**src/rtl/maxpool_window_seq.sv**
```systemverilog
// maxpool_window_seq: stride-1 K x K "same"-padded max-pool sequencer for the SPPF stage.
// Define MAXPOOL_RELU_EN to clamp each window max at zero (fused ReLU); default passes negatives through.
module maxpool_window_seq #(
    parameter int DATA_WIDTH = 16,
    parameter int K          = 5,
    parameter int DIM_WIDTH  = 8,
    parameter int ADDR_WIDTH = 16
) (
    input  logic                  clk,
    input  logic                  rst_n,
    input  logic                  start,
    input  logic [DIM_WIDTH-1:0]  cfg_h,
    input  logic [DIM_WIDTH-1:0]  cfg_w,
    output logic                  busy,
    output logic                  done,
    output logic                  mem_rd_en,
    output logic [ADDR_WIDTH-1:0] mem_rd_addr,
    input  logic [DATA_WIDTH-1:0] mem_rd_data,
    output logic                  out_valid,
    input  logic                  out_ready,
    output logic [DATA_WIDTH-1:0] out_data,
    output logic [DIM_WIDTH-1:0]  out_row,
    output logic [DIM_WIDTH-1:0]  out_col
);
    localparam int TW = $clog2(K);
    localparam int SW = DIM_WIDTH + 2;
    localparam logic [TW-1:0] LAST = TW'(K - 1);
    localparam logic [SW-1:0] HALF = SW'(K / 2);
    localparam logic signed [DATA_WIDTH-1:0] MIN = {1'b1, {(DATA_WIDTH - 1){1'b0}}};

    typedef enum logic [2:0] {IDLE, FETCH, DRAIN, OUT, FIN} state_t;

    state_t state, state_nx;
    logic [DIM_WIDTH-1:0] h, w, row, col;
    logic [TW-1:0] tr, tc;
    logic signed [DATA_WIDTH-1:0] acc, tap_val, result;
    logic fold, fold_inb;
    logic [SW-1:0] tap_r, tap_c;
    logic inb, last_tap, col_last, row_last;
    logic [ADDR_WIDTH-1:0] addr;

    // tap coordinates carry two spare bits so that negative offsets show up as a set sign bit
    assign tap_r    = SW'(row) + SW'(tr) - HALF;
    assign tap_c    = SW'(col) + SW'(tc) - HALF;
    assign inb      = !tap_r[SW-1] && tap_r < SW'(h) && !tap_c[SW-1] && tap_c < SW'(w);
    assign addr     = ADDR_WIDTH'(tap_r[DIM_WIDTH-1:0]) * ADDR_WIDTH'(w) + ADDR_WIDTH'(tap_c[DIM_WIDTH-1:0]);
    assign last_tap = tr == LAST && tc == LAST;
    assign col_last = col == w - DIM_WIDTH'(1);
    assign row_last = row == h - DIM_WIDTH'(1);
    assign tap_val  = fold_inb ? $signed(mem_rd_data) : MIN;
`ifdef MAXPOOL_RELU_EN
    assign result   = acc[DATA_WIDTH-1] ? '0 : acc;
`else
    assign result   = acc;
`endif

    // state register
    always_ff @(posedge clk or negedge rst_n) begin
        if (!rst_n) state <= IDLE;
        else        state <= state_nx;
    end

    // next state plus the read and result-stream outputs, all forced to zero outside their states
    always_comb begin
        state_nx    = state;
        mem_rd_en   = state == FETCH && inb;
        mem_rd_addr = mem_rd_en ? addr : '0;
        out_valid   = state == OUT;
        out_data    = out_valid ? result : '0;
        out_row     = out_valid ? row : '0;
        out_col     = out_valid ? col : '0;
        case (state)
            IDLE:    if (start) state_nx = (cfg_h == '0 || cfg_w == '0) ? FIN : FETCH;
            FETCH:   if (last_tap) state_nx = DRAIN;
            DRAIN:   state_nx = OUT;
            OUT:     if (out_ready) state_nx = (row_last && col_last) ? FIN : FETCH;
            FIN:     state_nx = IDLE;
            default: state_nx = IDLE;
        endcase
    end

    // config capture, pixel/tap counters, one-cycle-late max fold, registered busy/done flags
    always_ff @(posedge clk or negedge rst_n) begin
        if (!rst_n) begin
            h        <= '0;
            w        <= '0;
            row      <= '0;
            col      <= '0;
            tr       <= '0;
            tc       <= '0;
            acc      <= MIN;
            fold     <= 1'b0;
            fold_inb <= 1'b0;
            busy     <= 1'b0;
            done     <= 1'b0;
        end else begin
            busy     <= state == FETCH || state == DRAIN || state == OUT;
            done     <= state == FIN;
            fold     <= state == FETCH;
            fold_inb <= mem_rd_en;
            if (state == IDLE && start) begin
                h   <= cfg_h;
                w   <= cfg_w;
                row <= '0;
                col <= '0;
            end
            if (state == FETCH) begin
                tc <= tc == LAST ? '0 : tc + TW'(1);
                if (tc == LAST) tr <= tr == LAST ? '0 : tr + TW'(1);
            end
            if (state == FETCH && tr == '0 && tc == '0) acc <= MIN;
            else if (fold && tap_val > acc)             acc <= tap_val;
            if (state == OUT && out_ready) begin
                col <= col_last ? '0 : col + DIM_WIDTH'(1);
                if (col_last) row <= row + DIM_WIDTH'(1);
            end
        end
    end
endmodule
```
**config.mk**
```make
export PLATFORM = sky130hd
export DESIGN_NAME = maxpool_window_seq
export DESIGN_NICKNAME = d
export VERILOG_FILES = /design/src/rtl/maxpool_window_seq.sv
export SDC_FILE = /design/constraint.sdc
export NUM_CORES = 1
export LEC_CHECK = 0
export ABC_CLOCK_PERIOD_IN_PS = 6700
export CELL_PAD_IN_SITES_DETAIL_PLACEMENT = 1
export CELL_PAD_IN_SITES_GLOBAL_PLACEMENT = 1
export CORE_MARGIN = 1.5
export CORE_UTILIZATION = 40
export CTS_BUF_LIST = sky130_fd_sc_hd__clkbuf_8
export CTS_CLUSTER_SIZE = 10
export DETAILED_ROUTE_END_ITERATION = 10
export PLACE_DENSITY_LB_ADDON = 0.15
export SLEW_MARGIN = 20
export SYNTH_ARGS = -nofsm -noshare
export SYNTH_HDL_FRONTEND = slang
export SYNTH_SLANG_ARGS = --single-unit
```
**constraint.sdc**
```tcl
create_clock -name clk -period 6.7 [get_ports clk]
set_input_delay 1.34 -clock clk [delete_from_list [all_inputs] [get_ports clk]]
set_output_delay 1.34 -clock clk [all_outputs]
set_load 0.01 [all_outputs]
```
After elaboration in Yosys (flattened, before gate mapping):

Index checks and enable logic that the tools add are counted.

* register bits: 61
* input bits: 36
* output and inout port bits: 52
* word-level logic and storage cells: 84

* $add $sub $neg: 11
* $mul: 1
* order comparisons: 3
* equal/unequal tests: 11
* muxes and demuxes: 21
* reductions and logical operators: 25

Operator list (number)
* $mux 16: 5
* $mux 8: 8
* $mux 3: 7
* $lt 10x8->1: 2
* $sub 9x2->10 const B: 2
* $add 8x3->9: 2
* $add 16x8->16: 1
* $add 8x1->8 const B: 2
* $eq 8x8->1: 2
* $gt 16x16->1: 1
* $logic_not 8->1: 2
* $mul 8x8->16: 1
* $sub 8x1->8 const B: 2
* $pmux 3 s4: 1
* $logic_and 1x1->1: 11
* $eq 3x3->1 const B: 3
* $logic_not 3->1: 3
* $add 3x1->3 const B: 2
* $eq 3x2->1 const B: 2
* $ne 2x2->1 const B: 2
* $reduce_bool 2->1: 2
* $eq 3x1->1 const B: 1
* $logic_or 1x1->1: 3
* $reduce_and 3->1: 1
* other kinds (3): 4

Depth between registers and ports, before layout:

Gate-level depths: netlist of the first run.

* word-level depth: 8
* depth in mapped cells: 28
* gate-level depth less buffers: 28

Worst setup path after synthesis of the first run:

OpenSTA, ideal clock, no wires.

* path type: reg-to-output
* from: reg row[1]
* to: out mem_rd_addr[14]
* data arrival time: 5.953 ns
* path slack: -0.593 ns
* stages on the path, launching flop included: 29
* buffers on the path: 0
* path through: dfrtp_1 -> inv_1 -> ha_1 -> inv_1 -> ha_1 -> inv_1 -> fa_1 -> nor2b_1 -> o21ai_0 -> nand2b_1 -> a21o_1 -> a21o_1 -> xnor2_1 -> nand2_1 -> fa_1 -> inv_1 -> fa_1 -> fa_1 -> inv_1 -> fa_1 -> inv_1 -> ha_1 -> o21ai_0 -> nand2b_1 -> a21oi_1 -> a21oi_1 -> a311oi_1 -> or3_1 -> a211oi_1

* word-level cells in the longest chain between the ends: 8
* elaborated cells between the ends (all ways): 11
* those cells by class: add/sub (3); mul (1); order compare (1); mux (1); reduce/logical (5)

RTL lines
* start, declared: line 34 `logic [DIM_WIDTH-1:0] h, w, row, col;`
* start signal, assigned: line 115 `if (col_last) row <= row + DIM_WIDTH'(1);`
* $add 8x3->9 (*): line 43 `assign tap_r = SW'(row) + SW'(tr) - HALF;`
* $sub 9x2->10 (*): line 43
* parallel branches: the longest is 5 deep, another holds $mul 8x8->16
* $mux 16 (*): line 67 `mem_rd_addr = mem_rd_en ? addr : '0;`
* end, declared: line 17 `output logic [ADDR_WIDTH-1:0] mem_rd_addr,`

Every way passes the cells marked *.

Final worst setup path of the first run:

* from: reg tr[1]
* to: out mem_rd_addr[14]

* word-level cells in the longest chain between the ends: 8
* elaborated cells between the ends (all ways): 11
* those cells by class: add/sub (3); mul (1); order compare (1); mux (1); reduce/logical (5)

RTL lines
* start, declared: line 35 `logic [TW-1:0] tr, tc;`
* start signal, assigned: line 109 `if (tc == LAST) tr <= tr == LAST ? '0 : tr + TW'(1);`
* $add 8x3->9 (*): line 43
* $sub 9x2->10 (*): line 43
* parallel branches: the longest is 5 deep, another holds $mul 8x8->16
* $mux 16 (*): line 67

Marks and branches as above.

==> results.cfg, run 1 <==
[setup_path]
worstRegToRegCells = 22
setup.worst_path.start_class = flop
cp_max_fo = 3
crit_arrival_ps = 6260
required_ps = 5360
endpoint_kind = output port
critPathSlowestCell = fa_2
reg2reg_slack_ps = 2470
cp_top_family = adder cells
worstReg2RegEnd = fold_inb
path_buf_inv = 7
critPathMostFrequentCell = inv_2
path_class = reg -> out
crit_path_max_incr_delay_ps = 580
r2r_start = tr[1]

[placement]
dp_hpwl_mm = 17.16
port_buffers = 87
postPlaceCellArea_sq_mm = 0.009243
gp_congestion = 0.8673

[sta]
fin_ws_ps = -902.2
finalClockSkew_ps = 7.426
fin_crit_sh = 1.135
holdWs_ps = 522.9
rsz0062_at_grt = yes
period_needed_ps = 7602
drv_slew = 0
final-setup-viol-count = 11
hold_viol = 0
fmax_mhz = 131.5
slew_headroom = 0.3864
fin_tns_setup_ps = -6591
worstMarginPinSlew_ps = 902.6

[clock_tree]
cts-htree-levels = 3
clk-insertion-delay-late_ps = 340
cts_made_buffers = 9
clkTransAtPathRegs_ps = 70
cts-root-buf = clkbuf_8
clock_sinks = 61
clock_path_buffers = 2
cts_tree = built
postCtsHoldBufs = 0

[synth]
synth_compound_area_frac = 0.1158
syn_inst = 856
syn-cell-area_sq_mm = 0.007237
synth-xor-area-share = 0.05325
ys_seq_elements = 61
synthArstFlopShare = 1.000
yosys_warnings = 0
synth_fp_nets = 1040
synth_top_family_by_area = adder cells
synth_ff_type = dfrtp_1
yosys.area_share.adder = 0.3036
synthSimpleGateAreaFrac = 0.1993
ys_types = 56
synth-edff-count = 0
avgSynthCellArea_sq_um = 8.454
synth_mux_area_frac = 0.03112
ys_seq_area_frac = 0.2111

[detailed_routing]
vias_per_cell = 5.161
drc_errors = 0
vias = 6668
post_drt_wl_per_cell_microns = 16.80
wl_mm = 21.71
postRouteAntennaNets = 0
drt-initial-drc-count = 279
firstDrtPassIters = 4

[run_status]
run_status = finished with violations
violations = negative setup slack

[finish]
fin_nets = 1242
areaGrowthSynthToFinish_pct = 35.41
drive_above_1_share = 0.2126
stdcell_area_sq_mm = 0.009799
n_antenna_cell = 0

[grt]
grt_max_degree = 62
globalRouteOverflowTotal = 0
track_usage = 0.2464
grt_pass1_vias = 7199
grt_pass1_wl_mm = 36.23
antenna_found_initial = 0

[floorplan]
die_area_sq_mm = 0.01891
ios = 88
die-width_microns = 137.5
start_util = 0.4056
core_area_sq_mm = 0.01784
num_rows = 49
die_height_microns = 137.5

[hold_path]
whs_endpoint = acc[3]
hold_class = reg -> reg
hold_depth = 2
min_from = acc[3]

[job]
maxCapViolCount = 0
[worst max-delay path by stage]
stage / start / to / slack, ps / cells past startpoint
finish: tr[1] / mem_rd_addr[14] / -900 / 29
global route: tr[1] / mem_rd_addr[14] / -1180 / 29
CTS: row[1] / mem_rd_addr[14] / -890 / 29
detailed placement: tr[1] / mem_rd_addr[15] / -960 / 28
global placement: tr[1] / mem_rd_addr[15] / -900 / 27
floorplan: row[1] / mem_rd_addr[14] / -240 / 28
[cells in the mapped netlist (7+ instances only)]
| cell | count | share of area |
|---|---|---|
| and3_1 | 7 | 0.0061 |
| fa_1 | 46 | 0.13 |
| nand3_1 | 15 | 0.010 |
| nand2_1 | 77 | 0.040 |
| and2_1 | 48 | 0.041 |
| o21ai_0 | 38 | 0.026 |
| a21o_1 | 14 | 0.015 |
| a31oi_1 | 11 | 0.0095 |
| a21oi_1 | 25 | 0.017 |
| inv_1 | 138 | 0.072 |
| nand2b_1 | 10 | 0.0086 |
| ha_1 | 102 | 0.18 |
| nor4_1 | 7 | 0.0061 |
| dfrtp_1 | 60 | 0.21 |
| xnor2_1 | 23 | 0.028 |
| clkbuf_1 | 17 | 0.0088 |
| nand4_1 | 10 | 0.0086 |
| nor2_1 | 76 | 0.039 |
| nor3_1 | 17 | 0.012 |
| xor2_1 | 21 | 0.025 |
| mux2i_1 | 20 | 0.028 |
[state kept, by name, indices dropped and copies added, names as in the netlist]
register  count
acc          16
row           8
tr            3
fold          1
done          1
col           8
busy          1
fold_inb      1
h             8
w             8
tc            3
state         3
[layout by cell type (no fill, tap or decap), types with 5 or more instances in the layout]
cell type and n:
a21o_1 14, a21oi_1 17, a21oi_2 8, a31oi_1 10, and2_1 47, and3_1 7
buf_2 11, buf_4 124, clkbuf_8 10, clkdlybuf4s50_1 71, dfrtp_1 60, fa_1 42
ha_1 93, ha_4 8, inv_1 131, inv_2 10, mux2i_1 20, nand2_1 74
nand2b_1 10, nand3_1 15, nand4_1 10, nor2_1 75, nor3_1 13, nor3b_1 6
nor4_1 6, o21ai_0 29, o21ai_1 5, or3_1 5, xnor2_1 14, xnor2_2 8
xor2_1 20
[layer usage]
metal,part of all wire,GRT usage,vias up
met5,0,0,-
met4,0.0064,0.04971,0
met3,0.027,0.02208,6
met2,0.51,0.4442,93
met1,0.46,0.3210,3337
li1,-,-,3232
[stage by stage]
stage	utilization	std cells	setup slack, ps
4_1_cts	0.5408	1284	-885.8
2_1_floorplan	-	856	-241.4
3_3_place_gp	0.5181	1253	-900.1
3_5_place_dp	0.5181	1253	-961.4
5_1_grt	0.5493	1292	-1183
6_report	0.5493	1292	-902.2
[kinds of logic after synthesis]
group,after synthesis
compound gates,127
flops,61
xor+xnor,44
buf+inv,162
mux,22
fa+ha+maj,148
simple gates,292
[worst register-to-register path, delay by kind of cell (launching register included)]
family / cells / cell delay (ps)
buf+inv: 5 / 600
compound gates: 7 / 1490
fa+ha+maj: 4 / 900
xor+xnor: 1 / 270
simple gates: 5 / 510
flops: 1 / 380
[cell type report]
type,instances,area [sq um]
clock buffer,10,137.6
clock inverter,6,50.05
fill,2101,8041
inverter,138,520.5
multi-input combinational,633,5477
sequential,61,1528
tap,229,286.5
timing repair buffer,215,1800
[timing repair]
item / in CTS / in global routing
pin swaps: 63 / 19
resized for setup: 80 / 18
setup buffers: 15 / 8
endpoints found under the setup margin: 17 / 17
endpoints found under the hold margin: 0 / 0
Power of run 1 is not shown: default switching activity piles up to over one toggle a cycle in this logic, so the estimate is an artifact.
==> inputs of run 2 (changes only) <==
PLACE_DENSITY_LB_ADDON = 0.1   (was 0.15)
==> run 2 against run 1 <==
Compared with the run above:
- the flow still finishes with violations (negative setup slack)
- first-iteration DRC count grew 18%
- non-clock buffer count rose by 1
- die area did not move
- cell count hardly changed
- routed wire length increased by 7.4%
- via count increased by 1.9%
- count of clock-buffer cells in the layout rose by 1
- critical path type unchanged
- highest routed layer unchanged
==> results.cfg, run 2 (synthesis gave the netlist of run 1 again) <==
[run_status]
run_status = finished with violations
violations = negative setup slack

[detailed_routing]
post_drt_wl_per_cell_microns = 18.03
drt-initial-drc-count = 330
vias_per_cell = 5.257
vias = 6797
drc_errors = 0
wl_mm = 23.31
firstDrtPassIters = 4
postRouteAntennaNets = 0

[grt]
grt_max_degree = 62
globalRouteOverflowTotal = 0
grt_pass1_vias = 7596
antenna_found_initial = 0
track_usage = 0.2581
grt_pass1_wl_mm = 37.58

[setup_path]
endpoint_kind = output port
reg2reg_slack_ps = 2320
worstReg2RegEnd = fold_inb
critPathMostFrequentCell = fa_1
cp_max_fo = 5
setup.worst_path.start_class = flop
crit_arrival_ps = 6070
worstRegToRegCells = 24
crit_path_max_incr_delay_ps = 540
required_ps = 5360
critPathSlowestCell = fa_1
path_class = reg -> out
r2r_start = tr[1]

[sta]
rsz0062_at_grt = yes
fin_crit_sh = 1.106
fin_ws_ps = -711.5
fmax_mhz = 134.9
drv_slew = 0
worstMarginPinSlew_ps = 928.7
hold_viol = 0
period_needed_ps = 7411
slew_headroom = 0.3728
final-setup-viol-count = 9
finalClockSkew_ps = 6.853

[finish]
drive_above_1_share = 0.2274
areaGrowthSynthToFinish_pct = 36.93
regMostFlops = acc
largest_reg_flops = 16
fin_nets = 1243
final_cell_mix = inv_1, buf_4, ha_1
stdcell_area_sq_mm = 0.009910
n_antenna_cell = 0
fillCellCount = 2118
final_common_cell = inv_1

[placement]
dp_hpwl_mm = 18.28
port_buffers = 87
postPlaceCellArea_sq_mm = 0.009258
gp_congestion = 0.8487

[clock_tree]
clk-insertion-delay-late_ps = 360
clock_sinks = 61
cts_made_buffers = 9
postCtsHoldBufs = 0
clock_path_buffers = 2
cts-htree-levels = 3
cts-root-buf = clkbuf_8
clkTransAtPathRegs_ps = 70
cts_tree = built

[hold_path]
min_from = acc[6]
hold_class = reg -> reg
hold_depth = 2
whs_endpoint = acc[6]

[floorplan]
die_height_microns = 137.5
die-width_microns = 137.5
start_util = 0.4056
die_area_sq_mm = 0.01891
num_rows = 49
ios = 88
core_area_sq_mm = 0.01784

[job]
maxCapViolCount = 0
==> run 2: changes by cell type in the layout (fill, tap and decap cells not counted), moves of 3 or more <==
cell / previous run / this run
inv_1: 131 / 125
inv_2: 10 / 16
ha_1: 93 / 89
ha_4: 8 / 11
==> run 2: what timing repair did <==
| action | in CTS | in global routing |
|---|---|---|
| pin swaps | 69 | 27 |
| setup buffers | 20 | 7 |
| resized for setup | 106 | 18 |
| setup endpoints to repair | 12 | 16 |
==> run 2: stage by stage <==
step                  util  std cells  hold slack (ps)  setup TNS [ps]  setup WS [ps]
finish              0.5554       1293            529.4           -4460         -711.5
global route        0.5554       1293            563.9           -7348          -1010
CTS                 0.5500       1289            535.0           -4599         -734.4
detailed placement  0.5189       1255            517.9           -7165         -988.7
global placement    0.5189       1255            502.1           -5991         -861.2
floorplan                -        856            486.2          -374.7         -241.4
==> run 2: layer usage <==
metal | wire length (microns) | vias up | global-route usage
li1 | - | 3231 | -
met2 | 12170 | 106 | 0.4731
met5 | 0 | - | 0
met3 | 565 | 36 | 0.02539
met1 | 10030 | 3424 | 0.3153
met4 | 551 | 0 | 0.08480
==> run 2: critical path: cells and delay by family, from the launching register on <==
family / cells / cell delay (ps)
adder cells (fa/ha/maj): 8 / 2930
AND/OR/NAND/NOR: 5 / 830
buffers and inverters: 8 / 730
AO/OA/AOI/OAI: 6 / 650
flip-flops: 1 / 390
XOR/XNOR: 1 / 190
==> run 2: final cells by class <==
| cell class | count | area (sq um) | area share |
|---|---|---|---|
| Inverter | 138 | 520.5 | 0.05253 |
| Timing Repair Buffer | 216 | 1813 | 0.1830 |
| Multi-Input combinational cell | 633 | 5565 | 0.5616 |
| Sequential cell | 61 | 1528 | 0.1542 |
| Clock inverter | 5 | 45.04 | 0.004545 |
| Clock buffer | 11 | 151.4 | 0.01528 |
| Tap cell | 229 | 286.5 | 0.02891 |
==> run 2: worst max-delay path by stage <==
stage	from	slack (ps)	cells after the start	end
finish	row[1]	-710	28	mem_rd_addr[14]
global route	row[1]	-1010	29	mem_rd_addr[14]
CTS	row[1]	-730	27	mem_rd_addr[14]
detailed placement	col[1]	-990	29	mem_rd_addr[14]
global placement	tr[1]	-860	27	mem_rd_addr[15]
floorplan	row[1]	-240	28	mem_rd_addr[14]
Power of run 2 is left out for the same reason.
